--- config.mk ---
export PLATFORM = sky130hd
export DESIGN_NAME = uart_rx_fifo
export DESIGN_NICKNAME = d
export VERILOG_FILES = /design/src/rtl/uart_rx_fifo.sv
export SDC_FILE = /design/constraint.sdc
export NUM_CORES = 1
export LEC_CHECK = 0
export BUFFER_PORTS_ARGS = -buffer_cell sky130_fd_sc_hd__buf_4
export CAP_MARGIN = 20
export CORE_AREA = 2 2 87 89
export CTS_CLUSTER_DIAMETER = 40
export DETAILED_ROUTE_END_ITERATION = 10
export DIE_AREA = 0 0 89 91
export PLACE_DENSITY_LB_ADDON = 0.1
export SLEW_MARGIN = 20
export SYNTH_ARGS = -nofsm -noshare
export SYNTH_HDL_FRONTEND = slang
export SYNTH_SLANG_ARGS = --single-unit
--- constraint.sdc ---
create_clock -name clock_115200hz -period 2.2 [get_ports clock_115200hz]
set_clock_uncertainty 0.05 [all_clocks]
set_input_delay 0.44 -clock clock_115200hz [delete_from_list [all_inputs] [get_ports clock_115200hz]]
set_output_delay 0.44 -clock clock_115200hz [all_outputs]
set_load 0.01 [all_outputs]
--- src/rtl/uart_rx_fifo.sv ---
// UART receiver sampling RX once per bit on the bit clock, with parity/framing
// checks and a small FIFO of received words read through a valid/ready handshake.
module uart_rx_fifo #(
  parameter int DATA_BITS   = 8,
  parameter int PARITY_MODE = 0,
  parameter int STOP_BITS   = 1,
  parameter int FIFO_DEPTH  = 4,
  parameter int CTS_MARGIN  = 1
) (
  input  logic                          clock_115200hz,
  input  logic                          reset,
  input  logic                          rx,
  input  logic                          rts,
  output logic                          cts,
  output logic                          receiving,
  output logic [DATA_BITS-1:0]          rx_data,
  output logic                          rx_parity_error,
  output logic                          rx_framing_error,
  output logic                          rx_valid,
  input  logic                          rx_ready,
  output logic                          overrun,
  input  logic                          clear_overrun,
  output logic [$clog2(FIFO_DEPTH):0]   fifo_count
);

  localparam int AW = $clog2(FIFO_DEPTH);
  localparam int CW = AW + 1;
  localparam int BW = $clog2(DATA_BITS);
  localparam int WW = DATA_BITS + 2;

  typedef enum logic [2:0] {
    S_IDLE,
    S_DATA,
    S_PARITY,
    S_STOP,
    S_BREAK
  } state_t;

  state_t               state;
  logic [DATA_BITS-1:0] shreg;
  logic [BW-1:0]        bit_cnt;
  logic                 stop_cnt;
  logic                 perr;
  logic                 ferr;

  // Completed frame staged for one cycle before it enters the FIFO.
  logic                 push_q;
  logic [DATA_BITS-1:0] push_data;
  logic                 push_perr;
  logic                 push_ferr;

  always_ff @(posedge clock_115200hz or posedge reset) begin
    if (reset) begin
      state     <= S_IDLE;
      receiving <= 1'b0;
      shreg     <= '0;
      bit_cnt   <= '0;
      stop_cnt  <= 1'b0;
      perr      <= 1'b0;
      ferr      <= 1'b0;
      push_q    <= 1'b0;
      push_data <= '0;
      push_perr <= 1'b0;
      push_ferr <= 1'b0;
    end else begin
      push_q <= 1'b0;
      case (state)
        S_IDLE: begin
          if (!rx) begin
            state     <= S_DATA;
            receiving <= 1'b1;
            bit_cnt   <= '0;
            perr      <= 1'b0;
            ferr      <= 1'b0;
          end
        end
        S_DATA: begin
          shreg <= {rx, shreg[DATA_BITS-1:1]};
          if (bit_cnt == BW'(DATA_BITS - 1)) begin
            stop_cnt <= 1'b0;
            state    <= (PARITY_MODE != 0) ? S_PARITY : S_STOP;
          end else begin
            bit_cnt <= bit_cnt + BW'(1);
          end
        end
        S_PARITY: begin
          perr  <= (PARITY_MODE == 2) ? ~(^{shreg, rx}) : (^{shreg, rx});
          state <= S_STOP;
        end
        S_STOP: begin
          if (stop_cnt == 1'(STOP_BITS - 1)) begin
            push_q    <= 1'b1;
            push_data <= shreg;
            push_perr <= perr;
            push_ferr <= ferr | ~rx;
            receiving <= 1'b0;
            state     <= rx ? S_IDLE : S_BREAK;
          end else begin
            ferr     <= ferr | ~rx;
            stop_cnt <= 1'b1;
          end
        end
        S_BREAK: begin
          if (rx) state <= S_IDLE;
        end
        default: state <= S_IDLE;
      endcase
    end
  end

  logic [WW-1:0] mem [FIFO_DEPTH];
  logic [AW-1:0] wr_ptr;
  logic [AW-1:0] rd_ptr;
  logic          full;
  logic          pop;
  logic          wr_en;

  assign rx_valid = (fifo_count != '0);
  assign full     = (fifo_count == CW'(FIFO_DEPTH));
  assign pop      = rx_valid && rx_ready;
  // A pop in the same cycle frees the slot, so a full FIFO still accepts the word.
  assign wr_en    = push_q && (!full || pop);

  assign {rx_framing_error, rx_parity_error, rx_data} = rx_valid ? mem[rd_ptr] : '0;
  assign cts = rts && ((FIFO_DEPTH - int'(fifo_count)) > CTS_MARGIN);

  always_ff @(posedge clock_115200hz) begin
    if (wr_en) mem[wr_ptr] <= {push_ferr, push_perr, push_data};
  end

  always_ff @(posedge clock_115200hz or posedge reset) begin
    if (reset) begin
      wr_ptr     <= '0;
      rd_ptr     <= '0;
      fifo_count <= '0;
      overrun    <= 1'b0;
    end else begin
      if (wr_en) wr_ptr <= wr_ptr + AW'(1);
      if (pop)   rd_ptr <= rd_ptr + AW'(1);
      case ({wr_en, pop})
        2'b10:   fifo_count <= fifo_count + CW'(1);
        2'b01:   fifo_count <= fifo_count - CW'(1);
        default: fifo_count <= fifo_count;
      endcase
      if (push_q && !wr_en) overrun <= 1'b1;
      else if (clear_overrun) overrun <= 1'b0;
    end
  end

endmodule
==> metrics.txt <==
# TYPE chip_impl_metric gauge
chip_impl_info{name="setup.worst_path.class",value="reg2out"} 1
chip_impl_metric{name="initial_utilization",unit=""} 0.444
chip_impl_info{name="slowest_stage",value="sky130_fd_sc_hd__mux4_2"} 1
chip_impl_metric{name="detail-route-antenna-nets",unit=""} 0
chip_impl_info{name="post_synth_main_area_contributors",value="sky130_fd_sc_hd__edfxtp_1, sky130_fd_sc_hd__dfrtp_1, sky130_fd_sc_hd__mux4_2, sky130_fd_sc_hd__mux2_2, sky130_fd_sc_hd__ha_1"} 1
chip_impl_metric{name="timing.hold.ws",unit="ns"} 0.148
chip_impl_metric{name="sum_of_internal_switching_and_leakage_power",unit="mW"} 6.19
chip_impl_metric{name="grtUsageTotal",unit=""} 0.151
chip_impl_metric{name="holdBufCountCts",unit=""} 0
chip_impl_metric{name="worstMarginPinSlew",unit="ns"} 0.644
chip_impl_metric{name="drtPass1Iterations",unit=""} 4
chip_impl_metric{name="placed_cells_incl_taps",unit=""} 323
chip_impl_info{name="cp_top_family",value="multiplexers"} 1
chip_impl_info{name="rsz0062_at_grt",value="true"} 1
chip_impl_metric{name="finalSetupViolations",unit=""} 0
chip_impl_metric{name="detailed_place_hpwl",unit="mm"} 3.73
chip_impl_metric{name="first_iter_violations",unit=""} 36
chip_impl_metric{name="route.detailed.wl_per_inst",unit="µm"} 16.4
chip_impl_metric{name="synthesis.area_per_instance",unit="µm²"} 15.9
chip_impl_metric{name="number_of_antenna_violations_at_the_first_check_in_global_routing",unit=""} 0
chip_impl_metric{name="synthDistinctLibCells",unit=""} 31
chip_impl_metric{name="worst-path-buf-inv",unit=""} 2
chip_impl_metric{name="final_hold_viol_count",unit=""} 0
chip_impl_metric{name="fin_nets",unit=""} 252
chip_impl_info{name="netlist_top_cells_count",value="sky130_fd_sc_hd__edfxtp_1, sky130_fd_sc_hd__dfrtp_1, sky130_fd_sc_hd__mux2_2, sky130_fd_sc_hd__and2_1, sky130_fd_sc_hd__nand2_1"} 1
chip_impl_metric{name="synth_async_sr_flop_share",unit=""} 0.474
chip_impl_metric{name="drc",unit=""} 0
chip_impl_info{name="dominant_cell_type_by_area_after_synthesis",value="sky130_fd_sc_hd__edfxtp_1"} 1
chip_impl_metric{name="gr-total-overflow",unit=""} 0
chip_impl_metric{name="routed_wirelength",unit="mm"} 5.58
chip_impl_metric{name="coreArea",unit="mm²"} 0.00714
chip_impl_metric{name="h-tree-depth",unit=""} 3
chip_impl_metric{name="timing.critical_path.required",unit="ns"} 1.71
chip_impl_info{name="synth-main-ff-cell",value="sky130_fd_sc_hd__edfxtp_1"} 1
chip_impl_metric{name="power_density",unit="mW/mm²"} 1580
chip_impl_metric{name="crit_arrival",unit="ns"} 1.66
chip_impl_metric{name="maximum_number_of_pins_on_one_net_before_global_route_repair",unit=""} 37
chip_impl_info{name="outcome",value="finished clean"} 1
chip_impl_metric{name="yosys_warnings",unit=""} 0
chip_impl_metric{name="synth_largest_type_area_fraction",unit=""} 0.379
chip_impl_metric{name="layoutNonFillerInstCount",unit=""} 341
chip_impl_metric{name="path_max_fanout",unit=""} 6
chip_impl_metric{name="grt_first_pass_wirelength",unit="mm"} 8.96
chip_impl_metric{name="power.leakage",unit="nW"} 1.59
chip_impl_metric{name="max_stage_delay",unit="ns"} 0.49
chip_impl_metric{name="cts_made_buffers",unit=""} 9
chip_impl_metric{name="finalCriticalPeriod",unit="ns"} 2.15
chip_impl_metric{name="max_slew_margin",unit=""} 0.570
chip_impl_info{name="synth.most_common_cell",value="sky130_fd_sc_hd__edfxtp_1"} 1
chip_impl_metric{name="clkLatencyLatePin",unit="ns"} 0.34
chip_impl_metric{name="report.final.slew_viol_count",unit=""} 0
chip_impl_metric{name="gp_congestion",unit=""} 0.734
chip_impl_info{name="worst_hold_path_type",value="in2async"} 1
chip_impl_metric{name="io_pins",unit=""} 23
chip_impl_info{name="critPathLaunchType",value="register"} 1
chip_impl_info{name="root_buffer",value="sky130_fd_sc_hd__clkbuf_8"} 1
chip_impl_metric{name="area_delta_synth_final",unit="%"} 23.7
chip_impl_metric{name="die_width",unit="µm"} 89
chip_impl_metric{name="port_buffers",unit=""} 22
chip_impl_metric{name="clock_sinks",unit=""} 76
chip_impl_info{name="setup.worst_path.end_class",value="output port"} 1
chip_impl_metric{name="drv_cap",unit=""} 0
chip_impl_metric{name="via_count",unit=""} 1685
chip_impl_metric{name="clkTransAtPathRegs",unit="ns"} 0.08
chip_impl_metric{name="syn-cell-area",unit="mm²"} 0.00317
chip_impl_metric{name="power.ir.vdd_worst",unit="µV"} 762
chip_impl_metric{name="final.period_utilization",unit=""} 0.975
chip_impl_metric{name="insertedDiodeCount",unit=""} 0
chip_impl_metric{name="die_h",unit="µm"} 91
chip_impl_metric{name="die_area",unit="mm²"} 0.00810
chip_impl_metric{name="post-cts-setup-buffer-count",unit=""} 0
chip_impl_metric{name="layout-drive-gt1-share",unit=""} 0.388
chip_impl_metric{name="synth_edf_count",unit=""} 40
chip_impl_info{name="cts_tree",value="yes"} 1
chip_impl_metric{name="synthesis.nets",unit=""} 214
chip_impl_metric{name="post_synth_inst_count",unit=""} 199
chip_impl_info{name="path_cells",value="buf_12, mux4_2, and2_4, buf_6"} 1
chip_impl_metric{name="rows",unit=""} 31
chip_impl_metric{name="timing_limited_maximum_frequency",unit="GHz"} 0.466
chip_impl_metric{name="number_of_buffers_on_the_longest_clock_path",unit=""} 2
chip_impl_metric{name="yosys_register_bits",unit=""} 76
chip_impl_metric{name="grt_pass1_vias",unit=""} 1779
chip_impl_metric{name="routed_via_density",unit=""} 4.94
chip_impl_metric{name="seq_area_frac_synth",unit=""} 0.663
chip_impl_metric{name="final_core_util",unit=""} 0.549
[registers in the layout (all words and copies together) (netlist names)]
signal and count:
fifo_count 3, receiving 1, bit_cnt 3, wr_ptr 2, push_perr 1, push_data 8, push_q 1, rd_ptr 2
state 3, mem 40, overrun 1, ferr 1, perr 1, shreg 8, push_ferr 1
[metal layers]
metal | vias to the layer above | global-route usage | wire (µm)
li1 | 792 | - | -
met1 | 862 | 0.191 | 2500
met2 | 21 | 0.243 | 2830
met3 | 10 | 0.0336 | 122
met4 | 0 | 0.0784 | 131
met5 | - | 0 | 0
[placed cells by master, fill, tap and decap left out, drive strengths merged, types with 4 or more instances in the layout]
cell type  Yosys  routed
o21ai          7       7
bufinv         0       5
buf            4      30
clkbuf         1      10
mux4          10      10
a21oi          4       4
nor2           4       4
dfrtp         36      36
and2          15      15
mux2          17      17
edfxtp        40      40
inv            7       6
xnor2          9       9
nand2         14      14
ha             8       8
[timing repair]
| action | in CTS | in global routing |
|---|---|---|
| gates cloned | 0 | 2 |
| gates resized for setup | 4 | 30 |
| endpoints found under the setup margin | 10 | 52 |
| pin swaps | 0 | 10 |
[power by group]
part	total [mW]	leakage, nW	switching (mW)	internal (mW)
clock network	1.49	0.141	0.506	0.981
registers	2.38	0.799	0.401	1.98
logic	2.32	0.650	0.920	1.40
total	6.19	1.59	1.83	4.37
[per-stage QoR]
stage          setup TNS [ns]  cell area, µm²  setup slack [ns]
3_5_place_dp                0            3490            0.0382
5_1_grt                -0.173            3920           -0.0217
2_1_floorplan               0            3170             0.154
6_report                    0            3920            0.0544
4_1_cts                     0            3790         0.0000383
3_3_place_gp                0            3490             0.152
[cells by family after synthesis]
kind of cell / share of synthesized area
AO/OA/AOI/OAI: 0.0276
buffers and inverters: 0.0166
multiplexers: 0.135
XOR/XNOR: 0.0403
AND/OR/NAND/NOR: 0.0801
adder cells (fa/ha/maj): 0.0379
flip-flops: 0.663
[final timing paths]
kind	slack, ns	to	from	cells after the start
min in group clock_115200hz	0.22	overrun$_DFFE_PP0P_	clear_overrun	2
worst min register to register	0.44	push_perr$_DFFE_PP0P_	perr$_DFFE_PP0P_	2
worst max-delay path	0.05	rx_data[1]	rd_ptr[0]$_DFFE_PP0N_	4
max in group asynchronous	1.62	rd_ptr[1]$_DFFE_PP0N_	reset	3
worst min-delay path	0.15	bit_cnt[1]$_DFFE_PP0P_	reset	3
worst max register to register	0.15	fifo_count[2]$_DFFE_PP0P_	fifo_count[0]$_DFFE_PP0P_	8
[area by class of cell]
| class | instances | area [µm²] |
|---|---|---|
| Clock buffer | 9 | 124 |
| Clock inverter | 7 | 163 |
| Fill cell | 599 | 3220 |
| Inverter | 7 | 30.0 |
| Multi-Input combinational cell | 111 | 1070 |
| Sequential cell | 76 | 2100 |
| Tap cell | 99 | 124 |
| Timing Repair Buffer | 31 | 300 |
| Timing Repair inverter | 1 | 7.51 |
[worst min-delay path, cell delays in order]
cell	delay (ns)
sky130_fd_sc_hd__buf_4	0.11
sky130_fd_sc_hd__inv_1	0.04
sky130_fd_sc_hd__buf_4	0.39
Power figures use the tool's default switching activity.
